`src/rtl/stall_buffer_reader_if.sv`:
```
// Bundles the reader's two handshakes: the pop side facing the stall buffer
// (empty/deq/head word) and the valid/ready side facing the downstream stage.
// The reader itself uses the master view; the environment uses the slave view.
interface stall_buffer_reader_if #(
    parameter int DW = 32
);
    // Buffer head side
    logic [DW-1:0] buf_data;
    logic          buf_empty;
    logic          buf_deq;

    // Downstream side
    logic [DW-1:0] out_data;
    logic          out_valid;
    logic          out_ready;

    modport master (
        input  buf_data,
        input  buf_empty,
        output buf_deq,
        output out_data,
        output out_valid,
        input  out_ready
    );

    modport slave (
        output buf_data,
        output buf_empty,
        input  buf_deq,
        input  out_data,
        input  out_valid,
        output out_ready
    );
endinterface

```
`src/rtl/stall_buffer_reader.sv`:
```
// Read-side drain for the two-slot pipeline stall buffer.
// Pops words from the buffer head and presents them downstream through a
// registered main stage backed by one skid entry, so a word can be accepted
// in the same cycle that downstream stalls. Also keeps a saturating count
// of stalled cycles and a wrapping count of delivered words.
module stall_buffer_reader #(
    parameter int DW = 32,
    parameter int CW = 16
) (
    input  logic                         clk,
    input  logic                         reset,
    input  logic                         flush_i,
    stall_buffer_reader_if.master        bus,
    output logic [CW-1:0]                stall_cycles_o,
    output logic [CW-1:0]                words_out_o,
    output logic [1:0]                   occupancy_o
);

    // Occupancy states: EMPTY holds nothing, ONE holds a word in main,
    // TWO additionally holds a word in skid (skid never valid without main).
    typedef enum logic [1:0] {
        ST_EMPTY = 2'd0,
        ST_ONE   = 2'd1,
        ST_TWO   = 2'd2
    } state_t;

    state_t        state_q, state_d;
    logic [DW-1:0] main_q,  main_d;
    logic [DW-1:0] skid_q,  skid_d;
    logic [CW-1:0] stall_q, stall_d;
    logic [CW-1:0] words_q, words_d;

    logic main_v;
    logic skid_v;
    logic take;
    logic fire;
    logic stalled;

    assign main_v = (state_q != ST_EMPTY);
    assign skid_v = (state_q == ST_TWO);

    // Pop only when there is somewhere to put the word. Reset is included so
    // the buffer is never popped while the reader is being cleared.
    assign take    = !reset && !bus.buf_empty && !flush_i && !skid_v;
    assign fire    = main_v && bus.out_ready;
    assign stalled = main_v && !bus.out_ready;

    assign bus.buf_deq   = take;
    assign bus.out_data  = main_q;
    assign bus.out_valid = main_v;

    assign occupancy_o    = {1'b0, main_v} + {1'b0, skid_v};
    assign stall_cycles_o = stall_q;
    assign words_out_o    = words_q;

    // State and data registers; async reset drops everything at once.
    always_ff @(posedge clk or posedge reset) begin
        if (reset) begin
            state_q <= ST_EMPTY;
            main_q  <= '0;
            skid_q  <= '0;
        end else begin
            state_q <= state_d;
            main_q  <= main_d;
            skid_q  <= skid_d;
        end
    end

    // Next-state and data-path selection; flush overrides every transition.
    always_comb begin
        state_d = state_q;
        main_d  = main_q;
        skid_d  = skid_q;
        if (flush_i) begin
            state_d = ST_EMPTY;
            main_d  = '0;
            skid_d  = '0;
        end else begin
            unique case (state_q)
                ST_EMPTY: begin
                    if (take) begin
                        main_d  = bus.buf_data;
                        state_d = ST_ONE;
                    end
                end
                ST_ONE: begin
                    if (take && fire) begin
                        // Word leaves and the next one replaces it: full rate.
                        main_d = bus.buf_data;
                    end else if (take) begin
                        // Downstream stalled; park the new word behind main.
                        skid_d  = bus.buf_data;
                        state_d = ST_TWO;
                    end else if (fire) begin
                        state_d = ST_EMPTY;
                    end
                end
                ST_TWO: begin
                    if (fire) begin
                        main_d  = skid_q;
                        state_d = ST_ONE;
                    end
                end
                default: begin
                    state_d = ST_EMPTY;
                end
            endcase
        end
    end

    // Performance counter registers.
    always_ff @(posedge clk or posedge reset) begin
        if (reset) begin
            stall_q <= '0;
            words_q <= '0;
        end else begin
            stall_q <= stall_d;
            words_q <= words_d;
        end
    end

    // Stall count saturates at all-ones; delivered-word count wraps.
    // A handshake coinciding with flush is discarded along with the counts.
    always_comb begin
        stall_d = stall_q;
        words_d = words_q;
        if (flush_i) begin
            stall_d = '0;
            words_d = '0;
        end else begin
            if (stalled && (stall_q != {CW{1'b1}})) begin
                stall_d = stall_q + 1'b1;
            end
            if (fire) begin
                words_d = words_q + 1'b1;
            end
        end
    end

endmodule

```
`src/flat_wrapper.sv`:
```
// flat-port wrapper written by rule: the top's interface ports become plain ports
module stall_buffer_reader_flat 
#(
    parameter int DW = 32,
    parameter int CW = 16
)
  (clk, reset, flush_i, stall_cycles_o, words_out_o, occupancy_o, bus_buf_data, bus_buf_empty, bus_buf_deq, bus_out_data, bus_out_valid, bus_out_ready);
  stall_buffer_reader_if #(.DW(DW)) bus_i ();
  input  logic clk;
  input  logic reset;
  input  logic flush_i;
  output logic [CW-1:0] stall_cycles_o;
  output logic [CW-1:0] words_out_o;
  output logic [1:0] occupancy_o;
  input wire logic [$bits(bus_i.buf_data)-1:0] bus_buf_data;
  input wire logic [$bits(bus_i.buf_empty)-1:0] bus_buf_empty;
  output wire logic [$bits(bus_i.buf_deq)-1:0] bus_buf_deq;
  output wire logic [$bits(bus_i.out_data)-1:0] bus_out_data;
  output wire logic [$bits(bus_i.out_valid)-1:0] bus_out_valid;
  input wire logic [$bits(bus_i.out_ready)-1:0] bus_out_ready;
  assign bus_i.buf_data = bus_buf_data;
  assign bus_i.buf_empty = bus_buf_empty;
  assign bus_buf_deq = bus_i.buf_deq;
  assign bus_out_data = bus_i.out_data;
  assign bus_out_valid = bus_i.out_valid;
  assign bus_i.out_ready = bus_out_ready;
  stall_buffer_reader #(.DW(DW), .CW(CW)) u_core (.clk(clk), .reset(reset), .flush_i(flush_i), .bus(bus_i), .stall_cycles_o(stall_cycles_o), .words_out_o(words_out_o), .occupancy_o(occupancy_o));
endmodule
```
`config.mk`:
```
export PLATFORM = sky130hd
export DESIGN_NAME = stall_buffer_reader_flat
export DESIGN_NICKNAME = d
export VERILOG_FILES = /design/src/rtl/stall_buffer_reader_if.sv /design/src/rtl/stall_buffer_reader.sv /design/src/flat_wrapper.sv
export SDC_FILE = /design/constraint.sdc
export NUM_CORES = 1
export LEC_CHECK = 0
export ABC_AREA = 1
export CELL_PAD_IN_SITES_DETAIL_PLACEMENT = 1
export CELL_PAD_IN_SITES_GLOBAL_PLACEMENT = 1
export CORE_MARGIN = 3
export CORE_UTILIZATION = 30
export CTS_CLUSTER_DIAMETER = 40
export DETAILED_ROUTE_END_ITERATION = 10
export PLACE_DENSITY_LB_ADDON = 0.1
export SYNTH_ARGS = -nofsm -noshare
export SYNTH_HDL_FRONTEND = slang
export SYNTH_SLANG_ARGS = --single-unit
```
`constraint.sdc`:
```
create_clock -name clk -period 11.6 [get_ports clk]
set_input_delay 2.32 -clock clk [delete_from_list [all_inputs] [get_ports clk]]
set_output_delay 2.32 -clock clk [all_outputs]
set_load 0.05 [all_outputs]
```
==> results of run 1 <==
where the power goes:
group          switching (W)  internal [W]
Clock               0.000134      0.000206
Sequential         0.0000311      0.000388
Combinational       0.000259      0.000108
cells by family after synthesis:
group	Yosys count
compound gates	55
flops	98
xor+xnor	8
simple gates	491
fa+ha+maj	3
buf+inv	111
critical path, stage by stage:
cell	delay, ns
clkdlybuf4s50_1	0.44
inv_4	0.48
nand2_1	0.16
nor2_1	0.21
nand2_1	0.10
inv_1	0.08
clkdlybuf4s50_1	0.79
worst min path at each step:
stage / start / to / cells past startpoint
floorplan: u_core.skid_q[0] / u_core.skid_q[0] / 2
global placement: u_core.bus.out_data[25] / u_core.bus.out_data[25] / 2
detailed placement: u_core.bus.out_data[13] / u_core.bus.out_data[13] / 2
CTS: u_core.bus.out_data[13] / u_core.bus.out_data[13] / 2
global route: u_core.bus.out_data[13] / u_core.bus.out_data[13] / 2
finish: u_core.bus.out_data[13] / u_core.bus.out_data[13] / 2
metal layers:
layer  vias to the layer above  GRT usage
li1                       2557          -
met4                         0     0.0587
met2                        81      0.292
met1                      2547      0.225
met3                        19     0.0266
met5                         -          0
layout make-up:
class	count	area, µm²	area share
inverter	74	282	0.0411
clock buffer	12	267	0.0389
clock inverter	4	72.6	0.0106
multi-input combinational	557	2430	0.355
tap	225	282	0.0411
sequential	98	2450	0.358
timing repair buffer	107	1060	0.155
synth_stat cells:
library cell,instances
a21oi_1,6
a31oi_1,1
buf_1,5
buf_2,17
buf_4,1
clkbuf_1,13
clkbuf_2,1
dfrtp_1,98
ha_1,3
inv_1,72
inv_2,2
nand2_1,289
nand2_2,2
nand3_1,37
nand3_2,2
nand3b_1,4
nand4_1,40
nor2_1,112
nor2_2,2
nor3_1,3
o21ai_0,45
o21ai_1,1
o31ai_1,2
xnor2_1,2
xor2_1,6
sequential cells by signal, indices dropped and copies added (netlist names):
signal,flops
u_core.bus.out_data,32
u_core.skid_q,32
u_core.stall_cycles_o,16
u_core.state_q,2
u_core.words_out_o,16
cells in the final DEF, fill, tap and decap left out:
| cell | count |
|---|---|
| inv_2 | 1 |
| clkinv_2 | 2 |
| inv_4 | 1 |
| nand2_1 | 288 |
| ha_1 | 3 |
| nand3_1 | 36 |
| o21ai_1 | 1 |
| a31oi_1 | 1 |
| nor3_1 | 3 |
| o31ai_1 | 2 |
| nand2_2 | 3 |
| dfrtp_1 | 98 |
| clkbuf_8 | 3 |
| clkinvlp_4 | 1 |
| bufinv_16 | 2 |
| nand3b_1 | 4 |
| xnor2_1 | 2 |
| nand4_1 | 40 |
| a21oi_1 | 6 |
| clkdlybuf4s50_1 | 104 |
| nand3_2 | 3 |
| nor2_1 | 112 |
| inv_1 | 71 |
| nor2_2 | 2 |
| clkbuf_16 | 9 |
| o21ai_0 | 45 |
| xor2_1 | 6 |
| buf_4 | 3 |
stage by stage:
stage / instance area (µm²) / util
after floorplan: 5320 / -
after global placement: 6510 / 0.376
after detailed placement: 6510 / 0.376
after global routing: 6850 / 0.396
final: 6850 / 0.396
after CTS: 6850 / 0.396
==> impl_summary.md, run 1 <==
Global routing
The first global-routing pass estimated 27,600 µm of wire. Entering global routing, the biggest net connects 82 pins. The combined global-route utilization of all metal layers is 0.172. The initial antenna violation count is 0.

For this run the aggregate overflow at the end of global routing stands at 0. The via count of the first global-routing pass was 5,455.

STA
Clock skew on the completed layout was measured at 0.00912 ns. Final hold analysis gives a worst-case slack of 0.479 ns. The smallest clock period supported by the final layout is computed as 6.92 ns. Timing would allow up to 145 MHz.

Setup slack closes at 4.68 ns. Setup repair after global routing left no endpoint under its margin. The total negative slack is 0 ns. Measured against its own limit, the worst slew margin works out to 0.283. The transition time at the pin with the least slew margin is 1.07 ns.

Setup violations remaining at the end of the flow were counted as 0. In the finished design, the share of the clock period the worst path needs comes to 0.596. The number of hold violations in the final report is 0. The max-slew violation count is 0.

Yosys
Of the total synthesized cell area, the portion taken by full adders, half adders and majority gates is 0.00706. When the netlist entered floorplanning its net count stood at 806. The count of yosys warnings during synthesis is 0. After synthesis the netlist holds a flip-flop and latch count of 98. After synthesis, the share of cell area in mux cells is 0. In the post-synthesis netlist, the biggest area contributors are dfrtp_1, nand2_1, nor2_1. Of the total synthesized cell area, the portion taken by XOR and XNOR cells is 0.0132. The number of standard cells after synthesis is 766. The count of distinct cell types in the synthesized netlist is 25.

By area, the combinational part of the netlist is dominated by simple AND/OR/NAND/NOR gates. The simple-gate share of the synthesized area is 0.382. The share of the synthesized area in the top cell type is 0.461. The share of the synthesized area in compound gates (AO/OA/AOI/OAI) is 0.0530. The sequential share of the synthesized area is 0.461.

The top cell type by total area after synthesis is dfrtp_1. In this run the cell area of the synthesized design comes to 5320 µm². Dividing the synthesized area by the synthesized cell count gives 6.94 µm².

Die
The area enclosed by the die boundary is 19,400 µm². The width of the die is 139 µm. The placeable core area is 17,300 µm². The starting density of the core is 0.307. The floorplan row count is 48. The vertical die dimension is 139 µm. 105 I/O pins were placed.

Setup path
The worst register-to-register path ends at u_core.bus.out_data[2]. The critical path launch point is reset. The worst path required time is 9.28 ns. The sort of element at the start of the critical path is a primary input. The start of the worst register-to-register path is u_core.state_q[0]. The worst setup path is captured at an output port. The number of cells on the worst reg-to-reg path is 8.

At the worst endpoint, the arrival time is 4.60 ns. The worst setup path is of the primary input to output port kind. Along the worst path, the maximum fanout reaches 48. In this run the register-to-register setup slack is 8.28 ns. In this run the worst setup path terminates at bus_buf_deq.

Detailed routing
Wires add up to 16,400 µm. The met3 layer wire length in the routed design is 485 µm. The count of antenna-violating nets left after detailed routing is 0. In this run the top signal layer used is met4.

The number of vias in the routed layout is 5,204. The met1 wire length is 7810 µm. The detailed-routing iteration count for the pre-antenna-repair pass is 4. The wire length on met2 is 7850 µm. Dividing the detail-routed wire length by the instance count gives 15.3 µm.

The mean number of vias per cell is 4.83. The initial detailed-routing violation count is 189. The detailed-route DRC error count is 0.

Final layout
The signed area change from the synthesized netlist to the final layout is 28.8%. The net count reported at finish is 887. 0 antenna diodes ended up in the layout. The fraction of final layout cells with drive strength greater than 1 is 0.0352. The final-layout fill cell count is 2,179. The filler-free cell count of the finished design is 1,077.

Worst hold path
The worst min-delay path class is flip-flop to flip-flop.

Placed design
The congestion estimate from routability-driven global placement came to 0.824. Summed over all nets, the half-perimeter wirelength after detailed placement is 11,100 µm. The setup slack at placement is 4.60 ns. Including well taps, the total number of placed cells is 1,061.

Port buffering added 104 buffers.

Clock tree
In this run the deepest clock path goes through 2 buffers. Buffers inserted to repair hold after CTS numbered 0. The count of buffers added by post-CTS timing repair for setup is 0.

The H-tree depth is 3. The clock transition at the registers of the reported paths is 0.07 ns. The number of gates resized after CTS was 0. The clock reaches the later pin of the worst-skew pair after 0.35 ns.

CTS saw 98 sinks. Buffers inserted during clock tree synthesis total 9. The master cell of the clock root buffer is clkbuf_16.

The clock tree from TritonCTS is built.

Outcome
The run finished with clean final reports.

Power and ir drop
IR analysis of the VDD net gives a maximum drop of 0.0812 mV. For this design the ratio of total power to cell area is 165 nW/µm². For this design the static power due to leakage is 3.45 nW. The total power of the final layout is 0.00113 W.

Job
The number of max-cap violations is 0.
Note: power is estimated with default switching activity, not from simulation.
==> run 2, diff against run 1 <==
==> constraint.sdc (replaced) <==
create_clock -name clk -period 6.5 [get_ports clk]
set_input_delay 1.3 -clock clk [delete_from_list [all_inputs] [get_ports clk]]
set_output_delay 1.3 -clock clk [all_outputs]
set_load 0.05 [all_outputs]
==> impl_summary.md, run 2 (synthesis gave the netlist of run 1 again) <==
Power and ir drop
The maximum VDD drop is 0.160 mV (+98%). The total power of the final layout was 0.00194 W (+72%). The leakage power is 3.41 nW (-1.0%). The power density over the cells is 286 nW/µm² (+74%).

Setup path
The number of cells traversed by the worst register-to-register path is 8 (unchanged). In this run the critical register-to-register path is captured at u_core.bus.out_data[28]. The endpoint arrival time on the critical path is 3.56 ns (-1.04 ns). The buffers plus inverters on the worst setup path is 4 (unchanged). The kind of critical path is primary input to output port. The worst-path cell with the longest stage delay is clkdlybuf4s50_1. The startpoint identified for the worst register-to-register timing path is u_core.state_q[0].

The maximum fanout along the worst path is 46 (-4.2%). The sort of element at the start of the critical path is a primary input. The instance count on the critical path is 7 (unchanged). The worst setup path is captured at an output port.

The worst path required time is 5.20 ns (-4.08 ns). The kind of cell with the highest combined delay along the critical path is buffers and inverters. The flop-to-flop setup slack is 3.27 ns (-5.01 ns).

The delay of the slowest cell on the worst path is 0.80 ns (about the same). Walking the worst path, the cells encountered are clkdlybuf4s50_1, inv_4, nand2_1, nor2_1, nand2_1, inv_1, clkdlybuf4s50_1.

STA
Dividing the final minimum period by the clock period gives 0.747. The transition time at the pin with the least slew margin is 1.09 ns (+0.0172 ns). Setup repair after global routing left no endpoint under its margin. The timing-limited maximum frequency is 206 MHz. The final setup violation count is 0 (unchanged). The number of hold violations in the final report was 0 (unchanged). The total negative slack is 0 ns (unchanged). The post-route clock skew is 0.00934 ns (+0.000225 ns).

For the finished layout, the period the worst path requires is 4.86 ns. The max-slew violation count came to 0 (unchanged). The relative max-transition margin is 0.271 (-0.0115).

The final setup slack of the worst path was 1.64 ns (-3.04 ns).

Worst hold path
The hold path depth is 2 (unchanged). The endpoint of the worst hold path is u_core.skid_q[14]. The worst min-delay path class is flip-flop to flip-flop. The startpoint identified for the worst hold timing path is u_core.skid_q[14].

Detailed routing
The detailed-route DRC error count is 0 (unchanged). The detailed-routing iteration count for the pre-antenna-repair pass is 4 (unchanged). The number of vias in the routed layout is 5,111 (-1.8%).

The count of antenna-violating nets left after detailed routing is 0 (unchanged). The mean number of vias per cell is 4.75 (-1.6%). The initial detailed-routing violation count is 243 (+29%). The routed wire length is 16,300 µm (-0.96%).

The detailed-route wire length per cell came to 15.1 µm (-0.77%).

Clock tree
The sink count of the clock tree was 98 (unchanged). The H-tree depth is 3 (unchanged). The hold buffer count at CTS is 0 (unchanged). The count of buffers added by post-CTS timing repair for setup is 0 (unchanged). The latest clock arrival within the worst-skew pair came to 0.34 ns (about the same). The number of buffers created by CTS was 9 (unchanged). The clock tree from TritonCTS is built.

The maximum count of clock buffers along a single path was 2 (unchanged). The count of cells resized by post-cts repair is 0 (unchanged). The clock transition at the registers of the reported paths was 0.07 ns (about the same). The tree is rooted in a clkbuf_16.

Global routing
The via count of the first global-routing pass is 5,309 (-2.7%). The maximum number of pins on one net before global-route repair is 70 (-15%). The global-route wire length before repair is 27,200 µm (-1.5%). The combined global-route utilization of all metal layers is 0.170 (-0.00270).

The global route total overflow is 0 (unchanged). The initial antenna violation count is 0 (unchanged).

Placed design
The final weighted congestion of routability-driven global placement is 0.791 (-4.0%). The setup slack at placement is 1.52 ns (-3.08 ns). The post-detailed-placement half-perimeter wirelength was 11,300 µm (+1.5%).

The number of buffers inserted by port buffering came to 104 (unchanged).

Die
The width of the die is 139 µm (unchanged). The placeable core area is 17,300 µm² (unchanged). The starting density of the core is 0.307 (unchanged). The floorplan row count is 48 (unchanged). The area enclosed by the die boundary is 19,400 µm² (unchanged). The vertical die dimension is 139 µm (unchanged).

The count of boundary I/O pins is 105 (unchanged).

Final layout
In the layout the commonest cells are nand2_1, nor2_1, clkdlybuf4s50_1, dfrtp_1, inv_1. The final-layout fill cell count is 2,139 (-1.8%). The count of inserted antenna diode cells is 0 (unchanged).

The fraction of final layout cells with drive strength greater than 1 came to 0.0329 (-0.00227). The most common cell after layout, fill and taps aside is nand2_1. The signed area change from the synthesized netlist to the final layout is 27.7%. The net count reported at finish is 887 (unchanged). The final standard cell utilization of the core is 0.393 (-0.00325).

Job
The number of max-cap violations is 0 (unchanged).

Outcome
The flow ran to the end, and the final reports show no timing, DRC or antenna violations.
==> run 2: how the worst max path moves through the flow <==
| stage | from | end | slack [ns] |
|---|---|---|---|
| final | reset | bus_buf_deq | 1.64 |
| after global routing | reset | bus_buf_deq | 1.39 |
| after floorplan | reset | bus_buf_deq | 0.98 |
| after global placement | reset | bus_buf_deq | 1.60 |
| after CTS | reset | bus_buf_deq | 1.55 |
| after detailed placement | flush_i | u_core.bus.out_data[15] | 1.52 |
==> run 2: metrics by stage <==
| step | hold WS (ns) | instances | instance area, µm² |
|---|---|---|---|
| after floorplan | 0.454 | 766 | 5320 |
| after global placement | 0.467 | 1061 | 6510 |
| after detailed placement | 0.477 | 1061 | 6510 |
| after CTS | 0.496 | 1075 | 6790 |
| after global routing | 0.518 | 1075 | 6790 |
| final | 0.490 | 1075 | 6790 |
==> run 2: cell type report <==
class | count | area (µm²) | area share
inverters | 74 | 282 | 0.0415
clock inverters | 5 | 57.6 | 0.00848
well taps | 225 | 282 | 0.0415
multi-input cells | 557 | 2430 | 0.358
flip-flops and latches | 98 | 2450 | 0.361
clock buffers | 9 | 225 | 0.0332
repair buffers | 107 | 1060 | 0.157
==> run 2: power by group <==
| group | total (W) | leakage (nW) | switching (W) | internal, W |
|---|---|---|---|---|
| clock network | 0.000531 | 0.129 | 0.000237 | 0.000294 |
| registers | 0.000759 | 1.30 | 0.0000665 | 0.000692 |
| logic | 0.000651 | 1.98 | 0.000459 | 0.000192 |
| total | 0.00194 | 3.41 | 0.000763 | 0.00118 |
==> run 2: per-layer routing <==
layer	share of wire	GRT usage
met4	0.013	0.0448
met5	0	0
met2	0.48	0.285
met1	0.48	0.229
met3	0.032	0.0255
==> run 2: worst reg2reg max path: cells and delay by family, from the launching register on <==
kind | cells | cell delay, ns
adder cells (fa/ha/maj) | 1 | 0.34
AND/OR/NAND/NOR | 5 | 1.74
flip-flops | 1 | 0.42
buffers and inverters | 2 | 0.66
==> run 3, diff against run 2 <==
==> constraint.sdc (replaced) <==
create_clock -name clk -period 4.7 [get_ports clk]
set_input_delay 0.94 -clock clk [delete_from_list [all_inputs] [get_ports clk]]
set_output_delay 0.94 -clock clk [all_outputs]
set_load 0.05 [all_outputs]
==> impl_summary.md, run 3 (synthesis gave the netlist of run 1 again) <==
Detailed routing
The count of antenna-violating nets left after detailed routing was 0 (unchanged). The detailed-route DRC error count is 0 (unchanged). The detailed-route wire length per cell was 15.4 µm (+1.9%). The detailed-routing iteration count for the pre-antenna-repair pass is 4 (unchanged). The routed wire length is 16,700 µm (+2.4%).

The initial detailed-routing violation count was 156 (-36%). The number of vias in the routed layout is 5,184 (+1.4%). The mean number of vias per cell is 4.80 (+0.96%).

Final layout
The signed area change from the synthesized netlist to the final layout is 28.3%. The library cell used most frequently in the layout, excluding fill and tap cells, is nand2_1. The count of inserted antenna diode cells was 0 (unchanged). The top cell types in the final layout, fill and taps aside, are nand2_1, nor2_1, clkdlybuf4s50_1, dfrtp_1, inv_1. The design area is 6820 µm² (+0.44%). The net count reported at finish is 892 (+0.56%).

The fraction of final layout cells with drive strength greater than 1 is 0.0374 (+0.00449). The filler-free cell count of the finished design is 1,080 (+0.47%).

STA
The worst path needs 3.66 ns of the cycle, external delays included. The transition time at the pin with the least slew margin came to 1.08 ns (-0.00418 ns). In the finished design, the share of the clock period the worst path needs comes to 0.779. The post-route clock skew is 0.00511 ns (-0.00424 ns).

The final setup violation count came to 0 (unchanged). The number of hold violations in the final report is 0 (unchanged). The relative max-transition margin is 0.274 (+0.00280). The max-slew violation count is 0 (unchanged). The total negative slack is 0 ns (unchanged). The timing-limited maximum frequency is 273 MHz.

Setup repair after global routing left no endpoint under its margin.

Setup path
The endpoint arrival time on the critical path is 2.72 ns (-0.84 ns). STA classifies the critical path startpoint as a primary input. The worst setup path is of the primary input to output port kind. The worst path required time is 3.76 ns (-1.44 ns). The maximum fanout along the worst path was 3 (-93%).

The kind of capture point of the worst setup path is an output port.

Power and ir drop
The leakage power is 3.44 nW (+0.80%). The power density over the cells is 393 nW/µm² (+38%). The maximum VDD drop is 0.218 mV (+36%).

Clock tree
The root buffer cell chosen for the clock tree is clkbuf_16. The count of cells resized by post-cts repair is 0 (unchanged). The clock transition at the registers of the reported paths is 0.07 ns (about the same). The H-tree depth was 3 (unchanged). The latest clock arrival within the worst-skew pair is 0.35 ns (about the same). The clock tree from TritonCTS is built. The hold buffer count at CTS was 0 (unchanged). The maximum count of clock buffers along a single path is 2 (unchanged). The count of buffers added by post-CTS timing repair for setup is 0 (unchanged).

The number of buffers created by CTS came to 9 (unchanged). The sink count of the clock tree is 98 (unchanged).

Die
The area enclosed by the die boundary is 19,400 µm² (unchanged). The width of the die is 139 µm (unchanged). The starting density of the core is 0.307 (unchanged). The placeable core area came to 17,300 µm² (unchanged). The count of boundary I/O pins came to 105 (unchanged). The vertical die dimension is 139 µm (unchanged). The floorplan row count came to 48 (unchanged).

Global routing
The global route total overflow is 0 (unchanged). The combined global-route utilization of all metal layers is 0.176 (+0.00612). The initial antenna violation count came to 0 (unchanged). The global-route wire length before repair is 28,000 µm (+3.3%). The via count of the first global-routing pass is 5,479 (+3.2%). The maximum number of pins on one net before global-route repair is 67 (-4.3%).

Worst hold path
The worst min-delay path class is flip-flop to flip-flop.

Placed design
The post-detailed-placement half-perimeter wirelength is 11,400 µm (+0.96%). The number of cells after detailed placement came to 1,066 (+0.47%). The number of buffers inserted by port buffering is 104 (unchanged).

The placement-stage cell area was 6550 µm² (+0.60%). The final weighted congestion of routability-driven global placement was 0.777 (-1.8%).

Job
The number of max-cap violations came to 0 (unchanged).

Outcome
The run finished with clean final reports.
[run 3: cell type report]
class	count	area (µm²)
Fill cell	2163	10500
Sequential cell	98	2450
Multi-Input combinational cell	557	2430
Timing Repair Buffer	112	1100
Inverter	74	283
Tap cell	225	282
Clock buffer	10	229
Clock inverter	4	45.0
[run 3: where the power goes]
| group | switching (W) | total (W) | internal (W) |
|---|---|---|---|
| clock network | 0.000323 | 0.000728 | 0.000405 |
| logic | 0.000649 | 0.000919 | 0.000271 |
| registers | 0.0000772 | 0.00103 | 0.000958 |
| total | 0.00105 | 0.00268 | 0.00163 |
[run 3: stage by stage]
step	setup WS, ns	hold slack (ns)	utilization	power [W]
2_1_floorplan	0.778	0.454	-	0.00163
3_3_place_gp	0.860	0.459	0.378	0.00196
3_5_place_dp	0.737	0.465	0.378	0.00199
4_1_cts	1.02	0.486	0.394	0.00273
5_1_grt	0.880	0.507	0.394	0.00283
6_report	1.04	0.482	0.394	0.00268
[run 3: per-layer routing]
| layer | vias to the layer above | GRT usage | share of wire |
|---|---|---|---|
| li1 | 2563 | - | - |
| met2 | 70 | 0.300 | 0.49 |
| met1 | 2538 | 0.228 | 0.47 |
| met3 | 13 | 0.0307 | 0.031 |
| met4 | 0 | 0.0520 | 0.012 |
| met5 | - | 0 | 0 |
[run 3: worst max-delay path, stage by stage]
cell	delay [ns]
clkdlybuf4s50_1	0.44
clkinvlp_4	0.11
nand2_1	0.08
nor2_1	0.18
nand2_1	0.10
inv_1	0.07
clkdlybuf4s50_1	0.80
[run 3: path summary, 6_finish.rpt]
check                                        start                  endpoint  slack (ns)  cells past startpoint
max in group asynchronous                    reset  u_core.stall_cycles_o[0]        2.31                      4
max reg2reg                      u_core.state_q[0]   u_core.bus.out_data[11]        1.69                      9
max                                          reset               bus_buf_deq        1.04                      7
min in group asynchronous                    reset     u_core.words_out_o[3]        1.14                      3
min                        u_core.bus.out_data[18]   u_core.bus.out_data[18]        0.48                      2
min reg2reg                u_core.bus.out_data[18]   u_core.bus.out_data[18]        0.48                      2
==> patch (settings of run 2) <==
`words_q` no longer has a reset.
--- a/src/rtl/stall_buffer_reader.sv
+++ b/src/rtl/stall_buffer_reader.sv
@@ -112,11 +112,13 @@
     always_ff @(posedge clk or posedge reset) begin
         if (reset) begin
             stall_q <= '0;
-            words_q <= '0;
         end else begin
             stall_q <= stall_d;
-            words_q <= words_d;
         end
+    end
+
+    always_ff @(posedge clk) begin
+        words_q <= words_d;
     end
 
     // Stall count saturates at all-ones; delivered-word count wraps.
Behaviour: differs if reset is asserted again (counterexample within 4 cycles, from zero or initial values and one cycle with reset high); with reset held inactive, the same outputs for 4 cycles.
==> patch against run 2 <==
Wire length fell by 2.8%; area after synthesis fell by 5.7%; synthesized cell count fell by 10%; critical endpoint unchanged; die area fell by 5.5%; register-to-register slack improved by 0.14 ns; total power rose by 3.5%; critical path type unchanged; sequential cell count did not move; worst setup slack improved by 0.41 ns; final area fell by 4.3%; sequential share of layout area rose by 0.38 points.
==> patch: results (changes against run 2) <==
[synth]
yosys-top-cells-count=294 x nand2_1, 82 x dfrtp_1, 45 x nor2_1
synthArstFlopShare_pct=83.7  ; -16 points
ys_seq_area_share_pct=47.4  ; +1.2 points
synth_cell_types=29  ; +16%
synth_flop_cell=dfrtp_1
yosysWarnings=0  ; unchanged
syn-num-nets=726  ; -9.9%
synth.area.top_cells=dfrtp_1 41%, nand2_1 22%, dfxtp_1 6.4%, nand4_1 5.4%, a21oi_1 3.8%

[clock_tree]
cts_resized=0  ; unchanged
clkSlewWorstSetupHoldPaths_ns=0.07  ; about the same
post_cts_buffers=0  ; unchanged
cts-root-buf=clkbuf_16
h-tree-depth=3  ; unchanged
clockBufferDepth=2  ; unchanged
insertion_delay_ns=0.34  ; about the same
cts_inserted_buffers=9  ; unchanged

[final_layout]
nFillCells=1986  ; -7.2%
diodes=0  ; unchanged
layout.nets=809  ; -8.8%
final_layout_size_suffix_gt1_share_pct=4.52  ; +1.2 points

[route]
drt-pass1-iter-count=4  ; unchanged
dr.first_iter.drc_count=227  ; -6.6%
vias=4798  ; -6.1%
top_layer_used=met4
wl_per_cell_um=16.0  ; +5.6%
met3_length_um=544  ; +4.0%
drt-met1-wl_um=7430  ; -4.2%
met2_length_um=7620  ; -2.1%
route.antenna.remaining_nets=0  ; unchanged

[global_routing]
grt_max_degree=83  ; +19%
track_usage_pct=17.9  ; +0.96 points
antenna_found_initial=0  ; unchanged
grt_pass1_wl_um=26400  ; -3.0%
grt_pass1_vias=5198  ; -2.1%

[run_status]
status=finished clean

[power_and_ir_drop]
ir_drop_v=0.000144  ; -11%
p_leak_nw=2.94  ; -14%

[placement]
place_congestion=0.754  ; -4.7%
hpwlAfterDp_um=10300  ; -8.5%
io_buffer_count=104  ; unchanged

[setup_path]
cp_max_fo=41  ; -11%
cp_data_arrival_time_ns=3.14  ; -0.42 ns
slowest_delay_ns=0.70  ; -0.10 ns
crit_slowest_cell=clkdlybuf4s50_1

[sta]
tightestPinTransition_ns=1.12  ; +0.0324 ns
skew_ns=0.00551  ; -0.00383 ns

[hold_path]
hold_class=flop to flop

-- patch: cell count changes after synthesis, moves of 3 or more --
cell      before  now
nand4_1       40   43
nor2_1       112   45
buf_2         17   25
dfxtp_1        0   16
nand3_1       37   22
inv_1         72   32
o21ai_1        1   16
nand2_1      289  294
dfrtp_1       98   82
clkbuf_1      13    9
o21ai_0       45   23
buf_1          5    1
a21oi_1        6   38
-- patch: report_power, final --
part | internal, mW | total, mW | switching, mW
Combinational | 0.202 | 0.685 | 0.483
Sequential | 0.697 | 0.757 | 0.0602
Clock | 0.328 | 0.566 | 0.238
Total | 1.23 | 2.01 | 0.781
-- patch: final cells by class --
| cell class | count | area, um^2 | area share, % |
|---|---|---|---|
| clock inverter | 2 | 13.8 | 0.212 |
| sequential | 98 | 2370 | 36.5 |
| timing repair buffer | 108 | 1070 | 16.4 |
| clock buffer | 14 | 307 | 4.72 |
| tap | 216 | 270 | 4.16 |
| inverter | 36 | 136 | 2.10 |
| multi-input combinational | 516 | 2330 | 35.9 |
-- patch: cell families (layout without fill, tap and decap cells) --
family,count (synthesis),after routing,share of synthesized area [%]
simple gates,420,420,35.4
flops,98,98,47.4
compound gates,84,84,8.72
buf+inv,72,160,6.17
xor+xnor,9,9,1.57
fa+ha+maj,3,3,0.749
-- patch: stage by stage --
stage	util, %	worst slack (ns)	cell area (um^2)	instances	total power, mW
after floorplan	-	1.26	5010	686	1.22
after CTS	40.3	2.03	6500	990	2.05
after global placement	38.3	2.06	6180	974	1.45
after detailed placement	38.3	2.02	6180	974	1.47
final	40.3	2.06	6500	990	2.01
after global routing	40.3	1.89	6500	990	2.12
-- patch: metal layers --
layer	vias to the layer above	track usage, %
li1	2383	-
met1	2320	23.1
met2	81	30.9
met3	14	2.82
met4	0	5.60
met5	-	0
-- patch: worst max-delay path, delay by kind of cell --
family        cells  cell delay [ns]
buf+inv           3             1.46
simple gates      2             0.36
-- patch: final timing paths --
check / slack (ns) / to / startpoint / cells past startpoint
hold reg to reg: 0.47 / u_core.bus.out_data[13] / u_core.bus.out_data[13] / 2
setup / recovery: 2.06 / bus_buf_deq / flush_i / 5
min in group asynchronous: 1.70 / u_core.stall_cycles_o[0] / reset / 3
hold / removal: 0.47 / u_core.bus.out_data[13] / u_core.bus.out_data[13] / 2
setup reg to reg: 3.41 / u_core.bus.out_data[8] / u_core.state_q[0] / 7
max in group asynchronous: 4.14 / u_core.bus.out_data[12] / reset / 3
